<file path="config.mk">
export PLATFORM = sky130hd
export DESIGN_NAME = mbldcm_avmm_csr_multi
export DESIGN_NICKNAME = d
export VERILOG_FILES = /design/src/rtl/mbldcm_avmm_csr_multi.sv
export SDC_FILE = /design/constraint.sdc
export NUM_CORES = 1
export LEC_CHECK = 0
export ABC_AREA = 1
export BUFFER_PORTS_ARGS = -buffer_cell sky130_fd_sc_hd__buf_4
export CAP_MARGIN = 5
export CORE_ASPECT_RATIO = 0.75
export CORE_MARGIN = 8
export CORE_UTILIZATION = 45
export CTS_CLUSTER_SIZE = 10
export DETAILED_ROUTE_END_ITERATION = 12
export PLACE_DENSITY = 0.75
export SLEW_MARGIN = 20
export SYNTH_ARGS = -nofsm -noshare
export SYNTH_HDL_FRONTEND = slang
export SYNTH_SLANG_ARGS = --single-unit
</file>
<file path="constraint.sdc">
create_clock -name iClock -period 1.3 [get_ports iClock]
set_input_delay 0.26 -clock iClock [delete_from_list [all_inputs] [get_ports iClock]]
set_output_delay 0.26 -clock iClock [all_outputs]
set_load 0.02 [all_outputs]
</file>
<file path="src/rtl/mbldcm_avmm_csr_multi.sv">
// Avalon-MM CSR bank for the mBldcm motor subsystem: per-channel FREQ/PHASE/CTRL/STAT pages
// plus a global page (IRQ summary, ID, enable-all), zero-wait-state accept, registered responses.
module mbldcm_avmm_csr_multi #(
    parameter int pNumCh      = 4,
    parameter int pFreqWidth  = 32,
    parameter int pPhaseWidth = 4
) (
    input  logic                          iClock,
    input  logic                          iReset_n,
    input  logic [4:0]                    iAddr,
    input  logic                          iRead,
    input  logic                          iWrite,
    input  logic [31:0]                   iWdata,
    output logic [31:0]                   oRdata,
    output logic                          oRdataValid,
    output logic                          oWriteRespValid,
    output logic [1:0]                    oResp,
    output logic [pNumCh*pFreqWidth-1:0]  oFreqTarget,
    output logic [pNumCh-1:0]             oLatchFreqTarget,
    input  logic [pNumCh*pFreqWidth-1:0]  iFreqTarget,
    output logic [pNumCh*pPhaseWidth-1:0] oPhaseUpdate,
    output logic [pNumCh-1:0]             oLatchPhaseUpdate,
    input  logic [pNumCh*pPhaseWidth-1:0] iPhase,
    output logic [pNumCh-1:0]             oEnable,
    input  logic [pNumCh-1:0]             iFreqReflected,
    input  logic [pNumCh-1:0]             iStop,
    output logic                          oIrq
);

    typedef enum logic [1:0] {
        RESP_OKAY   = 2'b00,
        RESP_SLVERR = 2'b10,
        RESP_DECERR = 2'b11
    } tResp;

    localparam logic [2:0]  cGlobalPage = 3'd7;
    localparam logic [31:0] cIdWord     = {8'hB1, 8'h02, 8'(pNumCh), 8'(pFreqWidth)};

    logic [2:0]        page;
    logic [1:0]        regSel;
    logic [pNumCh-1:0] chHit;
    logic              isGlobal;
    logic              decodeErr;
    logic              readOnlyErr;
    logic              doRead;
    tResp              accessResp;
    logic [31:0]       readMux;

    logic [pNumCh-1:0] wrChan;
    logic [pNumCh-1:0] wrFreq;
    logic [pNumCh-1:0] wrPhase;
    logic [pNumCh-1:0] wrCtrl;
    logic [pNumCh-1:0] wrStat;
    logic              wrEnAll;

    logic [pNumCh-1:0] ctrlStopIe;
    logic [pNumCh-1:0] ctrlReflIe;
    logic [pNumCh-1:0] stopEv;
    logic [pNumCh-1:0] reflEv;
    logic [pNumCh-1:0] stopPrev;
    logic [pNumCh-1:0] reflPrev;
    logic [pNumCh-1:0] stopRise;
    logic [pNumCh-1:0] reflRise;
    logic [pNumCh-1:0] stopClr;
    logic [pNumCh-1:0] reflClr;
    logic [pNumCh-1:0] irqPend;

    // ---------------- address decode ----------------
    assign page   = iAddr[4:2];
    assign regSel = iAddr[1:0];

    always_comb begin
        for (int n = 0; n < pNumCh; n++) begin
            chHit[n] = (page == 3'(n));
        end
    end

    assign isGlobal    = (page == cGlobalPage);
    assign decodeErr   = ~(|chHit) & ~(isGlobal & (regSel != 2'd3));
    assign readOnlyErr = isGlobal & (regSel <= 2'd1);
    // A simultaneous read and write is treated as a write; the read is dropped.
    assign doRead      = iRead & ~iWrite;

    // NOTE: every signal driven from always_comb gets a default first so no latch is inferred.
    always_comb begin
        accessResp = RESP_OKAY;
        if (decodeErr) begin
            accessResp = RESP_DECERR;
        end else if (iWrite && readOnlyErr) begin
            accessResp = RESP_SLVERR;
        end
    end

    always_comb begin
        readMux = 32'hFFFF_FFFF;
        if (isGlobal) begin
            case (regSel)
                2'd0:    readMux = 32'(irqPend);
                2'd1:    readMux = cIdWord;
                2'd2:    readMux = 32'(oEnable);
                default: readMux = 32'hFFFF_FFFF;
            endcase
        end
        for (int n = 0; n < pNumCh; n++) begin
            if (chHit[n]) begin
                case (regSel)
                    2'd0:    readMux = 32'(iFreqTarget[n*pFreqWidth +: pFreqWidth]);
                    2'd1:    readMux = 32'(iPhase[n*pPhaseWidth +: pPhaseWidth]);
                    2'd2:    readMux = {29'd0, ctrlReflIe[n], ctrlStopIe[n], oEnable[n]};
                    default: readMux = {28'd0, reflEv[n], stopEv[n], iFreqReflected[n], iStop[n]};
                endcase
            end
        end
    end

    // ---------------- write strobes ----------------
    assign wrChan  = {pNumCh{iWrite}} & chHit;
    assign wrFreq  = wrChan & {pNumCh{regSel == 2'd0}};
    assign wrPhase = wrChan & {pNumCh{regSel == 2'd1}};
    assign wrCtrl  = wrChan & {pNumCh{regSel == 2'd2}};
    assign wrStat  = wrChan & {pNumCh{regSel == 2'd3}};
    assign wrEnAll = iWrite & isGlobal & (regSel == 2'd2);

    // ---------------- sticky events ----------------
    assign stopRise = iStop & ~stopPrev;
    assign reflRise = iFreqReflected & ~reflPrev;
    assign stopClr  = wrStat & {pNumCh{iWdata[2]}};
    assign reflClr  = wrStat & {pNumCh{iWdata[3]}};
    assign irqPend  = (stopEv & ctrlStopIe) | (reflEv & ctrlReflIe);

    // NOTE: sequential state is updated with non-blocking assignments only.
    always_ff @(posedge iClock or negedge iReset_n) begin
        if (!iReset_n) begin
            // Previous values reset high so an input already asserted at release is not an edge.
            stopPrev <= '1;
            reflPrev <= '1;
            stopEv   <= '0;
            reflEv   <= '0;
            oIrq     <= 1'b0;
        end else begin
            stopPrev <= iStop;
            reflPrev <= iFreqReflected;
            // Set is OR-ed in after the clear so a same-cycle edge wins over W1C.
            stopEv   <= (stopEv & ~stopClr) | stopRise;
            reflEv   <= (reflEv & ~reflClr) | reflRise;
            oIrq     <= |irqPend;
        end
    end

    // ---------------- per-channel control and data ----------------
    always_ff @(posedge iClock or negedge iReset_n) begin
        if (!iReset_n) begin
            oFreqTarget       <= '0;
            oPhaseUpdate      <= '0;
            oLatchFreqTarget  <= '0;
            oLatchPhaseUpdate <= '0;
            oEnable           <= '0;
            ctrlStopIe        <= '0;
            ctrlReflIe        <= '0;
        end else begin
            oLatchFreqTarget  <= wrFreq;
            oLatchPhaseUpdate <= wrPhase;
            for (int n = 0; n < pNumCh; n++) begin
                if (wrFreq[n]) begin
                    oFreqTarget[n*pFreqWidth +: pFreqWidth] <= iWdata[pFreqWidth-1:0];
                end
                if (wrPhase[n]) begin
                    oPhaseUpdate[n*pPhaseWidth +: pPhaseWidth] <= iWdata[pPhaseWidth-1:0];
                end
                if (wrCtrl[n]) begin
                    oEnable[n]    <= iWdata[0];
                    ctrlStopIe[n] <= iWdata[1];
                    ctrlReflIe[n] <= iWdata[2];
                end else if (wrEnAll) begin
                    oEnable[n] <= iWdata[n];
                end
            end
        end
    end

    // ---------------- bus responses ----------------
    always_ff @(posedge iClock or negedge iReset_n) begin
        if (!iReset_n) begin
            oRdata          <= '0;
            oRdataValid     <= 1'b0;
            oWriteRespValid <= 1'b0;
            oResp           <= RESP_OKAY;
        end else begin
            oRdata          <= doRead ? readMux : 32'd0;
            oRdataValid     <= doRead;
            oWriteRespValid <= iWrite;
            oResp           <= (iRead | iWrite) ? accessResp : RESP_OKAY;
        end
    end

endmodule

</file>
# ---- Word-level counts from Yosys, hierarchy flattened
# Cells that the tools add are included.
dict set report classes {
  order_cmp 1
  n_eq_ne 8
  mux 22
  bitwise 30
  n_reduce_logical 9
}
# cell n
set op_table {}
lappend op_table {{32-bit case mux with 3 select lines} 5}
lappend op_table {{32-bit 2-to-1 mux} 6}
lappend op_table {{4-bit AND} 13}
lappend op_table {{4-bit NOT} 4}
lappend op_table {{4-bit bitwise OR} 3}
lappend op_table {{1-bit 2-to-1 mux} 8}
lappend op_table {{2-bit nonzero test} 4}
lappend op_table {{4-bit OR reduction} 2}
lappend op_table {{1-bit AND} 6}
lappend op_table {{3-bit by 2-bit == test with 1-bit output, second input constant} 2}
lappend op_table {{2-bit 2-to-1 mux} 3}
lappend op_table {{2-bit == test, second input constant} 2}
lappend op_table {{3-bit by 1-bit == test with 1-bit output, second input constant} 1}
lappend op_table {{3-bit == test, second input constant} 1}
lappend op_table {{3-bit zero test} 1}
lappend op_table {{1-bit NOT} 3}
lappend op_table {{2-bit by 1-bit == test with 1-bit output, second input constant} 1}
lappend op_table {{2-bit by 1-bit less-or-equal comparator with 1-bit output, second input constant} 1}
lappend op_table {{2-bit zero test} 1}
lappend op_table {{2-bit != test, second input constant} 1}
lappend op_table {{1-bit logical AND} 1}
lappend op_table {{1-bit bitwise OR} 1}
dict set report totals {
  regBits 217
  out_inout_bits 193
  word_cells 101
}

# ---- Logic depth before layout (Yosys ltp)
# Gate-level depths: netlist of run 1.
dict set report depth {
  ltp_word 9
  mapped_depth 10
  depth_no_buf 9
}

# ---- Worst setup path before layout of run 1
# Ideal clock, no wire load.
dict set report synth_path {
  path_kind {input to register}
  startpoint {input port iAddr[1]}
  endpoint {register oRdata[25]}
  arrival_time_ns 1.212
  t_required_ns 1.220
  path_slack_ns 0.007
  path_stages 7
  path_buffers 4
  cell_sequence {buf_4 nor2_4 buf_4 buf_4 buf_2 a21oi_1 nor3_2}
}
dict set report synth_between {
  elab_chain_cells 8
  word_cells_on_any_way 14
  classes_between {eq/ne: 2; mux: 11; reduce/logical: 1}
}
# element line_no
set synth_rtl {}
lappend synth_rtl {{start, declared} 10} ;# input logic [4:0] iAddr,
lappend synth_rtl {{2-bit == test, or another cell as far along} {97, 106}}
lappend synth_rtl {{32-bit case mux with 3 select lines} 97} ;# case (regSel)
lappend synth_rtl {{32-bit 2-to-1 mux} 96} ;# if (isGlobal) begin
lappend synth_rtl {{32-bit 2-to-1 mux (3 in a row)} 105} ;# if (chHit[n]) begin
lappend synth_rtl {{32-bit 2-to-1 mux *} 105}
lappend synth_rtl {{32-bit 2-to-1 mux *} 189} ;# oRdata <= doRead ? readMux : 32'd0;
lappend synth_rtl {{end signal, assigned} 189}
lappend synth_rtl {{end, declared} 14} ;# output logic [31:0] oRdata,
# Every way passes the cells marked *; elsewhere a longest branch is shown, timed or not.
# A chain may end at the register's enable or synchronous reset.

# ---- Worst setup path in the final report of run 1
dict set report layout_path {
  startpoint {register oEnable[0]}
  endpoint {output port oEnable[0]}
}
# element line_no
set layout_rtl {}
lappend layout_rtl {{start, declared} 24} ;# output logic [pNumCh-1:0] oEnable,
lappend layout_rtl {{start signal, assigned by index} 171} ;# oEnable[n] <= iWdata[0];
lappend layout_rtl {{start signal, assigned by index} 175} ;# oEnable[n] <= iWdata[n];
# No word-level cell between the ends.

==> results of run 1 <==
==> synth_stat cells, drive strengths merged <==
cell type and number:
a21oi 95, nand2 423, buf 52, nor3 30
o21ai 147, nand3 27, nand4 3, inv 72
o22ai 1, dfrtp 209, nand3b 1, o32ai 1
dfstp 8, clkbuf 16, nor2 69
==> through the flow <==
stage	cell area, µm²	setup WS (ns)	util	std cells
6_report	15800	-0.0467	0.748	2004
5_1_grt	15800	-0.0764	0.748	2004
4_1_cts	15300	-0.0513	0.726	1953
3_5_place_dp	13400	-0.217	0.635	1839
3_3_place_gp	13400	-0.130	0.635	1839
2_1_floorplan	9680	0.00721	-	1154
==> layer usage <==
layer  vias to the layer above  routed length, µm  global-route usage
met3                        94               3620              0.0746
met5                         -                  0                   0
met1                      4925              14900               0.335
met2                       500              18500               0.448
met4                         0               1660               0.110
li1                       4773                  -                   -
==> path summary, 6_finish.rpt <==
path,from,to,slack (ns),cells past startpoint
worst max register to register,oEnable[2]$_DFFE_PN0P_,oRdata[0]$_DFF_PN0_,0.02,8
worst min-delay path,iWrite,oWriteRespValid$_DFF_PN0_,0.02,2
worst min register to register,oPhaseUpdate[4]$_DFFE_PN0P_,oPhaseUpdate[4]$_DFFE_PN0P_,0.51,2
min in group asynchronous,iReset_n,oFreqTarget[122]$_DFFE_PN0P_,0.25,2
worst max-delay path,oEnable[0]$_DFFE_PN0P_,oEnable[0],-0.05,1
max in group asynchronous,iReset_n,stopPrev[3]$_DFF_PN1_,0.46,3
==> registers in the layout (all words and copies together), names as in the netlist <==
name	flops
oRdataValid	1
oLatchPhaseUpdate	4
stopPrev	4
oLatchFreqTarget	4
oIrq	1
oEnable	4
stopEv	4
reflPrev	4
oRdata	32
ctrlReflIe	4
oPhaseUpdate	16
oResp	2
oWriteRespValid	1
ctrlStopIe	4
reflEv	4
oFreqTarget	128
==> power groups by stage <==
| stage | sequential [mW] | clock (mW) | combinational, mW |
|---|---|---|---|
| after floorplan | 9.75 | 0 | 1.48 |
| after CTS | 8.65 | 6.70 | 6.97 |
| final | 8.70 | 6.67 | 7.55 |
| after global routing | 8.79 | 7.06 | 8.01 |
| after global placement | 8.57 | 0 | 5.68 |
| after detailed placement | 8.60 | 0 | 5.81 |
==> placed cells by master, fill, tap and decap left out, types with 2 or more instances in the layout <==
cell type	n
o21ai_2	2
buf_12	19
nor3_2	2
nor2_2	20
nand3_1	27
a21oi_2	17
buf_4	357
nor2_1	42
dfstp_2	8
clkbuf_16	27
o21ai_1	82
nand2_1	417
dlygate4sd3_1	11
nand4_1	3
a21oi_1	78
o21ai_0	63
inv_1	66
diode_2	2
buf_6	192
clkbuf_1	19
inv_2	5
dfrtp_1	209
nor3_1	27
nand2_2	5
nor2_4	6
==> kinds of logic (layout without fill, tap and decap cells) <==
| family | after synthesis | after routing |
|---|---|---|
| simple gates | 553 | 553 |
| compound gates | 244 | 244 |
| flops | 217 | 217 |
| buf+inv | 140 | 700 |
| other cells | 0 | 2 |
==> final cells by class <==
type                    count  area share
clock inverters             2    0.000871
clock buffers              46      0.0473
diodes                      2    0.000317
repair buffers            580       0.339
well taps                 288      0.0228
inverters                  72      0.0173
multi-input cells         797       0.228
flip-flops and latches    217       0.344
==> repair_timing <==
action                                  CTS  global route
hold buffers                             11             0
resized for setup                       174            24
hold endpoints to repair                123             0
endpoints found under the setup margin  175           195
setup buffers                            57            49
==> out/results.tsv, run 1 <==
stage	metric	value	unit
setup_path	path_max_fanout	2	
synthesis	synth-xor-area-share	0	
synthesis	syn_area	9680	µm²
clock_tree	clk-insertion-delay-late	0.50	ns
clock_tree	cts.sinks	217	
power	share_seq_of_total_power	0.380	
placed_design	gp_congestion	0.911	
timing	setup_viol	83	
drt	dr.first_iter.drc_count	742	
cells_and_area	fin_nets	1887	
drt	wl_per_cell	19.3	µm
timing	tns	-0.994	ns
synthesis	avgSynthCellArea	8.39	µm²
floorplan	start_util	0.458	
timing	fin_crit_sh	1.04	
timing	clock_skew	0.00268	ns
cells_and_area	n_fill_cell	1438	
job	drv_cap	0	
clock_tree	cts.htree.levels	1	
outcome	outcome	complete, but fails checks	
floorplan	num_io_pins	386	
synthesis	synthCells	1154	
synthesis	yosysWarningCount	0	
synthesis	synth_compound_area_frac	0.133	
floorplan	core_area	21100	µm²
setup_path	path_cells	buf_6	
setup_path	max_stage_delay	0.43	ns
synthesis	synth_top_family_by_area	simple AND/OR/NAND/NOR gates	
drt	drc_errors	0	
floorplan	die-area	26500	µm²
drt	ant_nets	0	
synthesis	synthDistinctLibCells	29	
cells_and_area	drive_above_1_share	0.389	
setup_path	worst_setup_path_start_kind	flip-flop	
synthesis	yosys.area_share.simple	0.237	
setup_path	cp_data_required_time	1.04	ns
grt	grt_max_degree	66	
placed_design	portBuffers	385	
setup_path	path_class	reg2out	
floorplan	dieWidth	185	µm
synthesis	synth-seq-cells	217	
timing	slew_headroom	0.551	
setup_path	cp_top_family	flip-flops	
grt	antenna_found_initial	2	
placed_design	post-dp-hpwl	26500	µm
timing	hold_viol_final	0	
grt	first_global_vias	10300	
synthesis	ys_seq_area_frac	0.562	
clock_tree	clockBufferDepth	3	
timing	rsz0062_at_grt	yes	
setup_path	arrival	1.09	ns
drt	vias_per_cell	5.14	
synthesis	netlist.area_leader.share	0.540	
timing	fin_ws	-0.0467	ns
synthesis	synthAdderAreaFrac	0	
grt	grt_pass1_wl	56500	µm
floorplan	rows	46	
clock_tree	clk_pin_slew_worst_paths	0.06	ns
power	clkPwrFrac	0.291	
drt	finalWirelength	38700	µm
synthesis	syn-num-nets	1347	
floorplan	die_h	143	µm
grt	grt-ovfl-total	0	
timing	worst_pin_slew	0.671	ns
setup_path	end_kind	output pin	
power	power.internal	15.6	mW
worst_hold_path	worstHoldPathType	in2reg	
timing	maxSlewViolCount	0	
setup_path	cp_slowest_cell	dfrtp_1	
grt	grt_use_total	0.272	
power	p_total	22.9	mW
timing	hold_slack	0.0223	ns
drt	vias	10300	
clock_tree	numCtsBuffers	26	
clock_tree	cts_tree	yes	
timing	post-route-min-period	1.35	ns
power	peakVddDrop	0.00114	V
timing	fmax	743	MHz
power	p_sw	7.33	mW
outcome	violations	setup timing	
clock_tree	cts-root-buf	clkbuf_16	
setup_path	critical_path_buf_inv_count	1	
power	power_density	1450	nW/µm²
synthesis	yosysTopAreaCell	dfrtp_1	
synthesis	synthTopCellsByArea	dfrtp_1, nand2_1, o21ai_1	
cells_and_area	areaGrowthSynthToFinish	63.1	%
power	p_leak	8.12	nW
power	swShare	0.320	
power	p_comb_frac	0.330	
cells_and_area	regArea	5440	µm²
drt	drtPass1Iterations	5	
synthesis	synth_mux_area_frac	0	
cells_and_area	multiInputGateArea	3610	µm²
(Power assumes the default switching activity.)
==> run 2: changes to the inputs <==
--- a/config.mk
+++ b/config.mk
@@ -10,3 +10,3 @@
 export CAP_MARGIN = 5
-export CORE_ASPECT_RATIO = 0.75
+export CORE_ASPECT_RATIO = 0.6
 export CORE_MARGIN = 8
==> constraint.sdc (replaced) <==
create_clock -name iClock -period 1.3 [get_ports iClock]
set_input_delay 0.325 -clock iClock [delete_from_list [all_inputs] [get_ports iClock]]
set_output_delay 0.325 -clock iClock [all_outputs]
set_load 0.02 [all_outputs]
==> out/results.tsv, run 2 (synthesis results as in run 1) <==
stage	metric	value	unit	change
floorplan	core_area	21100	µm²	about the same
placed_design	portBuffers	385		unchanged
power	clkPwrFrac	0.279		was 0.291
setup_path	path_class	reg2out		unchanged
timing	post-route-min-period	1.42	ns	was 1.35 ns
cells_and_area	antennaDiodeCount	0		was 2
power	p_comb_frac	0.342		was 0.330
timing	slew_headroom	0.573		was 0.551
grt	grt_max_degree	66		unchanged
floorplan	dieWidth	205	µm	was 185 µm
setup_path	critical_path_buf_inv_count	1		unchanged
drt	drc_errors	0		unchanged
timing	fmax	703	MHz	was 743 MHz
grt	first_global_vias	10600		was 10,300
clock_tree	clockBufferDepth	3		unchanged
drt	ant_nets	0		unchanged
setup_path	cp_data_required_time	0.98	ns	was 1.04 ns
worst_hold_path	worstHoldPathType	in2reg		unchanged
floorplan	rows	41		was 46
clock_tree	cts.sinks	217		unchanged
timing	hold_slack	0.0798	ns	was 0.0223 ns
clock_tree	cts-root-buf	clkbuf_16		unchanged
cells_and_area	areaGrowthSynthToFinish	64.9	%	was 63.1%
power	p_sw	7.49	mW	was 7.33 mW
worst_hold_path	min_to	oEnable[2]$_DFFE_PN0P_		was oWriteRespValid$_DFF_PN0_
placed_design	gp_congestion	0.940		was 0.911
drt	finalWirelength	41400	µm	was 38,700 µm
clock_tree	cts.htree.levels	1		unchanged
grt	grt-ovfl-total	0		unchanged
setup_path	cp_slowest_cell	dfrtp_1		unchanged
timing	setup_viol	193		was 83
power	swShare	0.327		was 0.320
timing	clock_skew	0.0166	ns	was 0.00268 ns
worst_hold_path	worstHoldPathCells	3		was 2
setup_path	worst_setup_path_start_kind	flip-flop		unchanged
floorplan	die-area	26600	µm²	was 26,500 µm²
setup_path	path_max_fanout	2		unchanged
placed_design	pre_cts_ws	-0.305	ns	was -0.217 ns
power	peakVddDrop	0.00125	V	was 0.00114 V
drt	drtPass1Iterations	5		unchanged
job	drv_cap	0		unchanged
grt	grt_pass1_wl	60500	µm	was 56,500 µm
floorplan	die_h	130	µm	was 143 µm
timing	fin_ws	-0.122	ns	was -0.0467 ns
timing	tns	-11.47	ns	was -0.994 ns
setup_path	regToRegEndpoint	oRdata[1]$_DFF_PN0_		was oRdata[0]$_DFF_PN0_
setup_path	arrival	1.10	ns	was 1.09 ns
setup_path	max_stage_delay	0.43	ns	about the same
cells_and_area	largest_register	oFreqTarget		unchanged
placed_design	post-dp-hpwl	27800	µm	was 26,500 µm
power	power_density	1440	nW/µm²	was 1450 nW/µm²
outcome	violations	setup timing		unchanged
setup_path	cp_top_family	flip-flops		unchanged
cells_and_area	reg.largest.list	oFreqTarget: 128 flops, oRdata: 32 flops, oPhaseUpdate: 16 flops		unchanged
clock_tree	cts_tree	yes		unchanged
clock_tree	clk_pin_slew_worst_paths	0.06	ns	about the same
drt	vias	10600		was 10,300
drt	dr.first_iter.drc_count	917		was 742
clock_tree	numCtsBuffers	25		was 26
power	p_leak	8.24	nW	was 8.12 nW
cells_and_area	fin_nets	1911		was 1,887
setup_path	path_cells	buf_6		unchanged
setup_path	end_kind	output pin		unchanged
cells_and_area	final_common_cell	nand2_1		unchanged
setup_path	ff2ff_path_depth	8		unchanged
timing	rsz0062_at_grt	yes		unchanged
timing	worst_pin_slew	0.637	ns	was 0.671 ns
worst_hold_path	hp-start	iWdata[0]		was iWrite
grt	antenna_found_initial	0		was 2
timing	maxSlewViolCount	0		unchanged
timing	hold_viol_final	0		unchanged
drt	vias_per_cell	5.26		was 5.14
drt	wl_per_cell	20.6	µm	was 19.3 µm
placed_design	dp_cells	1848		was 1,839
grt	grt_use_total	0.290		was 0.272
cells_and_area	drive_above_1_share	0.399		was 0.389
power	share_seq_of_total_power	0.380		about the same
setup_path	r2r_slack	0.03	ns	was 0.02 ns
setup_path	reg2reg_from	oEnable[1]$_DFFE_PN0P_		was oEnable[2]$_DFFE_PN0P_
clock_tree	clk-insertion-delay-late	0.51	ns	was 0.50 ns
cells_and_area	fin_cells	2015		was 2,004
power	power.internal	15.4	mW	was 15.6 mW
cells_and_area	largest_register_ffs	128		unchanged
floorplan	num_io_pins	386		unchanged
cells_and_area	layout_common_cells	nand2_1, buf_4, dfrtp_1		unchanged
floorplan	start_util	0.459		was 0.458
timing	fin_crit_sh	1.09		was 1.04
outcome	outcome	complete, but fails checks		unchanged
[run 2: cell type report]
type                    count  area [µm²]
flip-flops and latches    217        5440
repair buffers            605        5580
well taps                 279         349
inverters                  72         278
multi-input cells         797        3610
fillers                  1387        5120
clock buffers              45         701
[run 2: how the worst max path moves through the flow]
stage | slack (ns) | start | depth (start not counted) | to
after floorplan | -0.002 | iAddr[1] | 9 | oFreqTarget[24]$_DFFE_PN0P_
after global placement | -0.25 | iAddr[3] | 8 | oEnable[1]$_DFFE_PN0P_
after detailed placement | -0.30 | iAddr[1] | 8 | oRdata[26]$_DFF_PN0_
after CTS | -0.11 | oFreqTarget[120]$_DFFE_PN0P_ | 1 | oFreqTarget[120]
after global routing | -0.14 | oFreqTarget[10]$_DFFE_PN0P_ | 1 | oFreqTarget[10]
final | -0.12 | oFreqTarget[10]$_DFFE_PN0P_ | 1 | oFreqTarget[10]
[run 2: metal layers]
layer  track usage  vias up  wire [µm]
met5             0        -          0
met4         0.129        0       1980
met3        0.0700      120       3870
met2         0.474      589      19500
met1         0.364     5082      16100
li1              -     4816          -
[run 2: through the flow]
step / util / instance area, µm² / power (mW)
CTS: 0.740 / 15600 / 22.1
global route: 0.757 / 16000 / 23.8
floorplan: - / 9740 / 11.2
finish: 0.757 / 16000 / 22.9
detailed placement: 0.644 / 13600 / 14.5
global placement: 0.644 / 13600 / 14.3
[run 2: what timing repair did]
item | 4_1_cts | 5_1_grt
hold buffers | 9 | 0
hold endpoints to repair | 37 | 0
gates cloned | 0 | 0
setup buffers | 66 | 48
setup endpoints to repair | 193 | 197
pin swaps | 0 | 1
resized for setup | 195 | 5
[run 2: power groups by stage]
stage | Clock, mW | Sequential [mW] | Combinational, mW
finish | 6.39 | 8.71 | 7.84
global route | 6.74 | 8.79 | 8.26
CTS | 6.30 | 8.63 | 7.19
detailed placement | 0 | 8.59 | 5.90
global placement | 0 | 8.56 | 5.78
floorplan | 0 | 9.75 | 1.49
